==> src/rtl/branch_target_buffer.sv <==
// rtl/branch_target_buffer.sv - direct-mapped BTB with 2-bit counters, write-first bypass and invalidation sweep
// Optional lookup/hit statistics counters are built when BTB_STATS_EN is defined.
module branch_target_buffer #(
    parameter int ADDR_W  = 32,
    parameter int ENTRIES = 16,
    parameter int IDX_W   = 4
) (
    input  logic              clk,
    input  logic              rst,
    input  logic              LookupValid,
    input  logic [ADDR_W-1:0] PcIn,
    output logic              PcMatchValid,
    output logic              JumpTaken,
    output logic [1:0]        CtrlState,
    output logic [ADDR_W-1:0] PredTarget,
    input  logic              UpdWriteEnable,
    input  logic [ADDR_W-1:0] UpdPc,
    input  logic [ADDR_W-1:0] UpdTarget,
    input  logic [1:0]        UpdCtrl,
    input  logic              InvalAll,
    output logic              Busy,
    output logic [15:0]       HitCount,
    output logic [15:0]       LookupCount
);
    localparam int TAG_W = ADDR_W - IDX_W - 2;

    typedef enum logic {IDLE, SWEEP} state_t;

    state_t             state_q, state_d;
    logic [IDX_W-1:0]   cnt_q, cnt_d;
    logic [ENTRIES-1:0] valid_q, valid_d;
    logic [TAG_W-1:0]   tag_q    [ENTRIES];
    logic [TAG_W-1:0]   tag_d    [ENTRIES];
    logic [ADDR_W-1:0]  target_q [ENTRIES];
    logic [ADDR_W-1:0]  target_d [ENTRIES];
    logic [1:0]         ctrl_q   [ENTRIES];
    logic [1:0]         ctrl_d   [ENTRIES];

    logic               match_q, match_d;
    logic               taken_q, taken_d;
    logic [1:0]         cstate_q, cstate_d;
    logic [ADDR_W-1:0]  pred_q, pred_d;

    logic [IDX_W-1:0]   lk_idx, up_idx;
    logic [TAG_W-1:0]   lk_tag, up_tag;
    logic               upd_fire, lk_active, lk_hit, raw_hit;
    logic [ADDR_W-1:0]  raw_tgt;
    logic [1:0]         raw_ctrl;
    logic               unused_pc_lsbs;

    assign lk_idx = PcIn[IDX_W+1:2];
    assign lk_tag = PcIn[ADDR_W-1:IDX_W+2];
    assign up_idx = UpdPc[IDX_W+1:2];
    assign up_tag = UpdPc[ADDR_W-1:IDX_W+2];
    assign unused_pc_lsbs = ^{PcIn[1:0], UpdPc[1:0]};

    always_comb begin
        state_d   = state_q;
        cnt_d     = cnt_q;
        valid_d   = valid_q;
        tag_d     = tag_q;
        target_d  = target_q;
        ctrl_d    = ctrl_q;
        upd_fire  = (state_q == IDLE) && UpdWriteEnable && !InvalAll;
        lk_active = (state_q == IDLE) && LookupValid;

        case (state_q)
            IDLE: begin
                if (InvalAll) begin
                    state_d = SWEEP;
                    cnt_d   = '0;
                end
            end
            SWEEP: begin
                valid_d[cnt_q] = 1'b0;
                ctrl_d[cnt_q]  = 2'b01;
                if (InvalAll) begin
                    cnt_d = '0;
                end else if (cnt_q == IDX_W'(ENTRIES - 1)) begin
                    state_d = IDLE;
                    cnt_d   = '0;
                end else begin
                    cnt_d = cnt_q + 1'b1;
                end
            end
            default: state_d = IDLE;
        endcase

        if (upd_fire) begin
            valid_d[up_idx]  = 1'b1;
            tag_d[up_idx]    = up_tag;
            target_d[up_idx] = UpdTarget;
            ctrl_d[up_idx]   = UpdCtrl;
        end

        // Write-first: a same-index update this edge is what the lookup sees.
        if (upd_fire && (up_idx == lk_idx)) begin
            raw_hit  = (up_tag == lk_tag);
            raw_tgt  = UpdTarget;
            raw_ctrl = UpdCtrl;
        end else begin
            raw_hit  = valid_q[lk_idx] && (tag_q[lk_idx] == lk_tag);
            raw_tgt  = target_q[lk_idx];
            raw_ctrl = ctrl_q[lk_idx];
        end

        lk_hit   = lk_active && raw_hit;
        match_d  = lk_hit;
        taken_d  = lk_hit && raw_ctrl[1];
        cstate_d = lk_hit ? raw_ctrl : 2'b00;
        pred_d   = lk_hit ? raw_tgt : '0;
    end

    always_ff @(posedge clk) begin
        if (rst) begin
            state_q  <= IDLE;
            cnt_q    <= '0;
            valid_q  <= '0;
            match_q  <= 1'b0;
            taken_q  <= 1'b0;
            cstate_q <= 2'b00;
            pred_q   <= '0;
        end else begin
            state_q  <= state_d;
            cnt_q    <= cnt_d;
            valid_q  <= valid_d;
            match_q  <= match_d;
            taken_q  <= taken_d;
            cstate_q <= cstate_d;
            pred_q   <= pred_d;
        end
    end

    // Payload arrays carry no reset; valid_q alone decides whether they matter.
    always_ff @(posedge clk) begin
        tag_q    <= tag_d;
        target_q <= target_d;
        ctrl_q   <= ctrl_d;
    end

    assign PcMatchValid = match_q;
    assign JumpTaken    = taken_q;
    assign CtrlState    = cstate_q;
    assign PredTarget   = pred_q;
    assign Busy         = (state_q == SWEEP);

`ifdef BTB_STATS_EN
    logic [15:0] hits_q, hits_d;
    logic [15:0] looks_q, looks_d;

    always_comb begin
        hits_d  = hits_q;
        looks_d = looks_q;
        if (lk_active && (looks_q != 16'hFFFF)) begin
            looks_d = looks_q + 16'd1;
        end
        if (lk_hit && (hits_q != 16'hFFFF)) begin
            hits_d = hits_q + 16'd1;
        end
    end

    always_ff @(posedge clk) begin
        if (rst) begin
            hits_q  <= 16'h0000;
            looks_q <= 16'h0000;
        end else begin
            hits_q  <= hits_d;
            looks_q <= looks_d;
        end
    end

    assign HitCount    = hits_q;
    assign LookupCount = looks_q;
`else
    assign HitCount    = 16'h0000;
    assign LookupCount = 16'h0000;
`endif

endmodule

==> config.mk <==
export PLATFORM = sky130hd
export DESIGN_NAME = branch_target_buffer
export DESIGN_NICKNAME = d
export VERILOG_FILES = /design/src/rtl/branch_target_buffer.sv
export SDC_FILE = /design/constraint.sdc
export NUM_CORES = 1
export LEC_CHECK = 0
export ABC_CLOCK_PERIOD_IN_PS = 11700
export BUFFER_PORTS_ARGS = -buffer_cell sky130_fd_sc_hd__buf_2
export CAP_MARGIN = 10
export CORE_MARGIN = 3
export CORE_UTILIZATION = 60
export CTS_BUF_LIST = sky130_fd_sc_hd__clkbuf_16
export DETAILED_ROUTE_END_ITERATION = 8
export GPL_TIMING_DRIVEN = 1
export PLACE_DENSITY = 0.86
export SLEW_MARGIN = 20
export SYNTH_ARGS = -nofsm -noshare
export SYNTH_HDL_FRONTEND = slang
export SYNTH_SLANG_ARGS = --single-unit
==> constraint.sdc <==
create_clock -name clk -period 11.7 [get_ports clk]
set_clock_uncertainty 0.15 [all_clocks]
set_input_delay 1.17 -clock clk [delete_from_list [all_inputs] [get_ports clk]]
set_output_delay 1.17 -clock clk [all_outputs]
set_load 0.05 [all_outputs]
* Word-level counts from Yosys, hierarchy flattened
Cells that the tools add are included.
** Storage, ports and cells
- Input port bits :: 103
- Output and inout port bits :: 69
- Bits in registers :: 1017
- Logic and storage cells :: 136
** Operators by class
- Reductions and logical operators :: 13
- Add/sub/neg operators :: 1
- Eq/ne operators :: 5
- Muxes and demuxes :: 41
- $lt $le $gt $ge :: 10
- Bitwise logic cells :: 11
** Operators by type and width (count)
- $bwmux 512 :: 1
- $bwmux 416 :: 1
- $mux 32 :: 6
- $bmux 32 s4 :: 1
- $demux 32 s4 :: 1
- $bmux 26 s4 :: 1
- $demux 26 s4 :: 1
- $mux 26 :: 3
- $eq 26x26->1 :: 2
- $and 16x16->16 :: 2
- $bwmux 32 :: 1
- $mux 16 :: 2
- $not 16->16 :: 2
- $or 16x16->16 :: 2
- $demux 2 s4 :: 2
- $ge 5x5->1 const B :: 3
- $lt 4x5->1 const B :: 3
- $not 4->5 :: 3
- $mux 4 :: 3
- $logic_and 1x1->1 :: 11
- $lt 5x1->1 const B :: 2
- $mux 2 :: 5
- $bmux 2 s4 :: 1
- $demux 1 s4 :: 2
- 12 further kinds :: 20

* Depth between registers and ports, before layout
- Depth in word-level cells :: 10
- Depth in mapped cells :: 13
- Gate-level depth less buffers :: 8

* Worst setup path before layout
OpenSTA, ideal clock, no wires.
- Kind :: input port to flip-flop
- Start point :: in InvalAll
- End point :: reg ctrl_q[30] (netlist bit)
- Buffers on the path :: 0
- Required time :: 11212 ps
- Data arrival time :: 6590 ps
- Path slack :: 4622 ps
- Stages on the path :: 4
- Setup time :: 338 ps
- Cells stage by stage :: nor3b_1 or3b_2 nor3_1 o21ai_0
** RTL lines
- from (decl) :: line 20 : input logic InvalAll,
- to (signal assigned) :: line 138 : ctrl_q <= ctrl_d;
- to (decl) :: line 36 : logic [1:0] ctrl_q [ENTRIES];

* Final worst setup path
- Start point :: in PcIn[3]
- End point :: reg pred_q[0], in the netlist PredTarget[0]
** On the way
- Word-level cells in the longest chain between the ends :: 10
- Elaborated cells on any way between the ends :: 18
- Those cells by class :: 2 x eq/ne; 10 x mux; 2 x bitwise; 4 x reduce/logical
** RTL lines
- from (decl) :: line 11 : input logic [ADDR_W-1:0] PcIn,
- $not 4->5 (not written as such) :: line 102, 103
- $bmux 26 s4 :: line 102 : raw_hit = valid_q[lk_idx] && (tag_q[lk_idx] == lk_tag);
- $mux 26 (not written as such) (2 in a row) :: line 102
- $eq 26x26->1 :: line 102
- $logic_and 1x1->1 :: line 102
- $mux 1 :: line 97 : if (upd_fire && (up_idx == lk_idx)) begin
- $logic_and 1x1->1 :: line 107 : lk_hit = lk_active && raw_hit;
- $not 1->1 (no source line)
- $reduce_or 2->1 (no source line)
- to (signal assigned) :: line 130 : pred_q <= pred_d;
- to (decl) :: line 42 : logic [ADDR_W-1:0] pred_q, pred_d;
Parallel ways exist; a longest one is shown, timed or not. The select of a mux whose other input is x is not followed.
A chain may end at the register's enable or synchronous reset.

==> qor.csv <==
metric,value,unit
clkSlewWorstSetupHoldPaths,0.07,ns
grt_max_degree,79,
r2r-end,PredTarget[0],
setup_violations,0,
drt_iter0_markers,3076,
clockBufferDepth,3,
cp_max_fo,78,
status,"complete, no violations",
final_cells,2942,
drt-total-wl,98.5,mm
crit_arrival,6.36,ns
drv_cap,0,
antenna_found_initial,9,
numCtsBuffers,94,
cts_htree_levels,3,
holdBufCountCts,0,
p_per_area,171,nW/um^2
fin_setup_tns,0,ns
ant_nets,0,
dr_wl_met3,9.82,mm
cts_tree,built,
postSynthAreaPerCell,21.5,um^2
rows,93,
holdPathStages,2,
worst_setup_path_end_kind,flip-flop,
finalHoldViolations,0,
cts_num_sinks,1017,
syn_to_final_growth,11.7,%
ff_latch_area,29600,um^2
p_leak,14.5,nW
wire_per_inst,33.5,um
overflow,0,
place_congestion,0.832,
clock.fmax,168,MHz
ys_async_sr_fraction,0,%
period_minus_slack,5.94,ns
track_usage,29.0,%
crit_chain,buf_8 > buf_4 > buf_4 > mux4_2 > a22oi_1 > nand2_1 > nand3_1 > nor4_1 > nand3_1 > nor4_4 > buf_4 > a32o_1,
ys_ff_latch,1017,
yosysSeqAreaShare,75.1,%
final.fill_count,3748,
wl_met2,51.1,mm
die_x,262,um
first_pass_iters,6,
vias_per_cell,6.92,
reg2reg_depth,9,
synth-edff-count,928,
yosysWarningCount,0,
post-route-period-util,50.7,%
slowest_delay,0.98,ns
portBuffers,135,
drt-met1-wl,32.7,mm
top_layer_used,met5,
dp_hpwl,49.2,mm
rsz0062_at_grt,no,
grt_first_pass_wirelength,144,mm
vias,20400,
postCtsSetupBuffers,0,
rrSetupSlack,7.71,ns
maxSlewViolCount,0,
layout.nets,2108,
ys_types,48,
critPathLaunchType,input port,
ctsResizeCount,0,
ys.flop_type,edfxtp_1,
drc,0,
netlist_area,39500,um^2
clkLatencyLatePin,0.67,ns
die_area,68900,um^2
clockRootBuffer,clkbuf_16,
synthCells,1833,
critPathKind,in -> reg,
cpMaxStageDelayCell,buf_4,
dp_cells,2760,
start_util,61.0,%
crit_required,12.12,ns
hold_path_class,reg -> reg,
drive_above_1_share,30.1,%
grt_pass1_vias,21400,
die_y,262,um
hold_end,ctrl_q[19],
min_from,ctrl_q[19],
worstMarginPinSlew,1.14,ns
relSlewSlack,24.3,%
coreArea,64700,um^2
ioPinCount,172,
multi_input_area,9190,um^2
worstReg2RegStart,tag_q[115],
ir_drop,0.126,mV
cpMostUsedCell,buf_4,
==> cells in the mapped netlist, types with 15 or more instances <==
library cell | n | area (um^2)
clkbuf_1 | 50 | 188
inv_1 | 21 | 78.8
nand3_1 | 28 | 140
a31oi_1 | 16 | 100
nor2_1 | 35 | 131
mux2i_1 | 27 | 270
xor2_1 | 43 | 377
edfxtp_1 | 928 | 27900
dfxtp_1 | 89 | 1780
buf_2 | 15 | 75.1
a21oi_1 | 25 | 125
buf_4 | 37 | 278
a32o_2 | 15 | 169
mux4_2 | 285 | 6420
o21ai_0 | 30 | 150
xnor2_1 | 20 | 175
a32o_1 | 20 | 200
nand2_1 | 51 | 191
==> flip-flops by register name (all words and copies together), names as in the netlist <==
| register | cells |
|---|---|
| cnt_q | 4 |
| tag_q | 416 |
| target_q | 512 |
| valid_q | 16 |
| JumpTaken | 1 |
| Busy | 1 |
| PredTarget | 32 |
| ctrl_q | 32 |
| CtrlState | 2 |
| PcMatchValid | 1 |
==> placed cells by master, fill, tap and decap left out, types with 30 or more instances in the layout <==
| master | count |
|---|---|
| edfxtp_1 | 928 |
| buf_2 | 132 |
| xor2_1 | 43 |
| nand2_1 | 51 |
| dfxtp_1 | 89 |
| conb_1 | 32 |
| clkbuf_16 | 98 |
| inv_1 | 36 |
| o21ai_0 | 30 |
| buf_4 | 34 |
| mux4_2 | 285 |
==> cell families after synthesis <==
family | after synthesis | synth area share (%)
buf+inv | 149 | 2.03
flops | 1017 | 75.1
compound gates | 126 | 2.38
other cells | 1 | 0.00950
fa+ha+maj | 4 | 0.127
xor+xnor | 63 | 1.40
simple gates | 161 | 1.97
mux | 312 | 17.0
==> worst max-delay path: cells and delay by family <==
family | cells | cell delay [ns]
muxes | 1 | 0.48
buffers and inverters | 4 | 3.00
AOI/OAI and AO/OA | 2 | 0.41
and+or+nand+nor | 5 | 1.00
==> how the worst max path moves through the flow <==
stage | cells past startpoint | endpoint | slack, ns | from
global route | 12 | PredTarget[20] | 5.64 | PcIn[3]
CTS | 12 | PredTarget[0] | 5.94 | PcIn[3]
detailed placement | 12 | PredTarget[27] | 5.44 | PcIn[3]
global placement | 12 | PredTarget[27] | 5.45 | PcIn[3]
finish | 12 | PredTarget[0] | 5.76 | PcIn[3]
floorplan | 4 | ctrl_q[30] | 4.62 | InvalAll
==> power breakdown <==
group / leakage (nW) / switching [mW] / internal [mW]
combinational: 3.77 / 0.248 / 0.159
sequential: 9.08 / 0.0181 / 4.00
clock: 1.61 / 1.33 / 1.76
==> per-stage QoR <==
stage                     util, %  cell area [um^2]  worst slack (ns)  total power [mW]  hold slack [ns]
after floorplan                 -             39600              4.62              4.36            0.280
after CTS                    68.1             44100              5.94              7.54            0.311
after global routing         68.1             44100              5.64              7.70            0.349
after global placement       63.3             40900              5.45              4.47            0.294
final                        68.1             44100              5.76              7.52            0.313
after detailed placement     63.3             40900              5.44              4.49            0.297
==> per-layer routing <==
layer / vias up / GRT usage, %
li1: 7919 / -
met1: 10500 / 37.1
met2: 1572 / 48.9
met3: 355 / 5.07
met4: 4 / 13.6
met5: - / 0
==> layout make-up <==
| cell class | count | share of cell area [%] |
|---|---|---|
| antenna | 6 | 0.0341 |
| inverter | 22 | 0.213 |
| sequential | 1017 | 67.3 |
| clock buffer | 98 | 5.57 |
| clock inverter | 78 | 1.48 |
| tap | 855 | 2.43 |
| timing repair buffer | 168 | 2.15 |
| multi-input combinational | 698 | 20.9 |
Note: power is estimated with default switching activity, not from simulation.
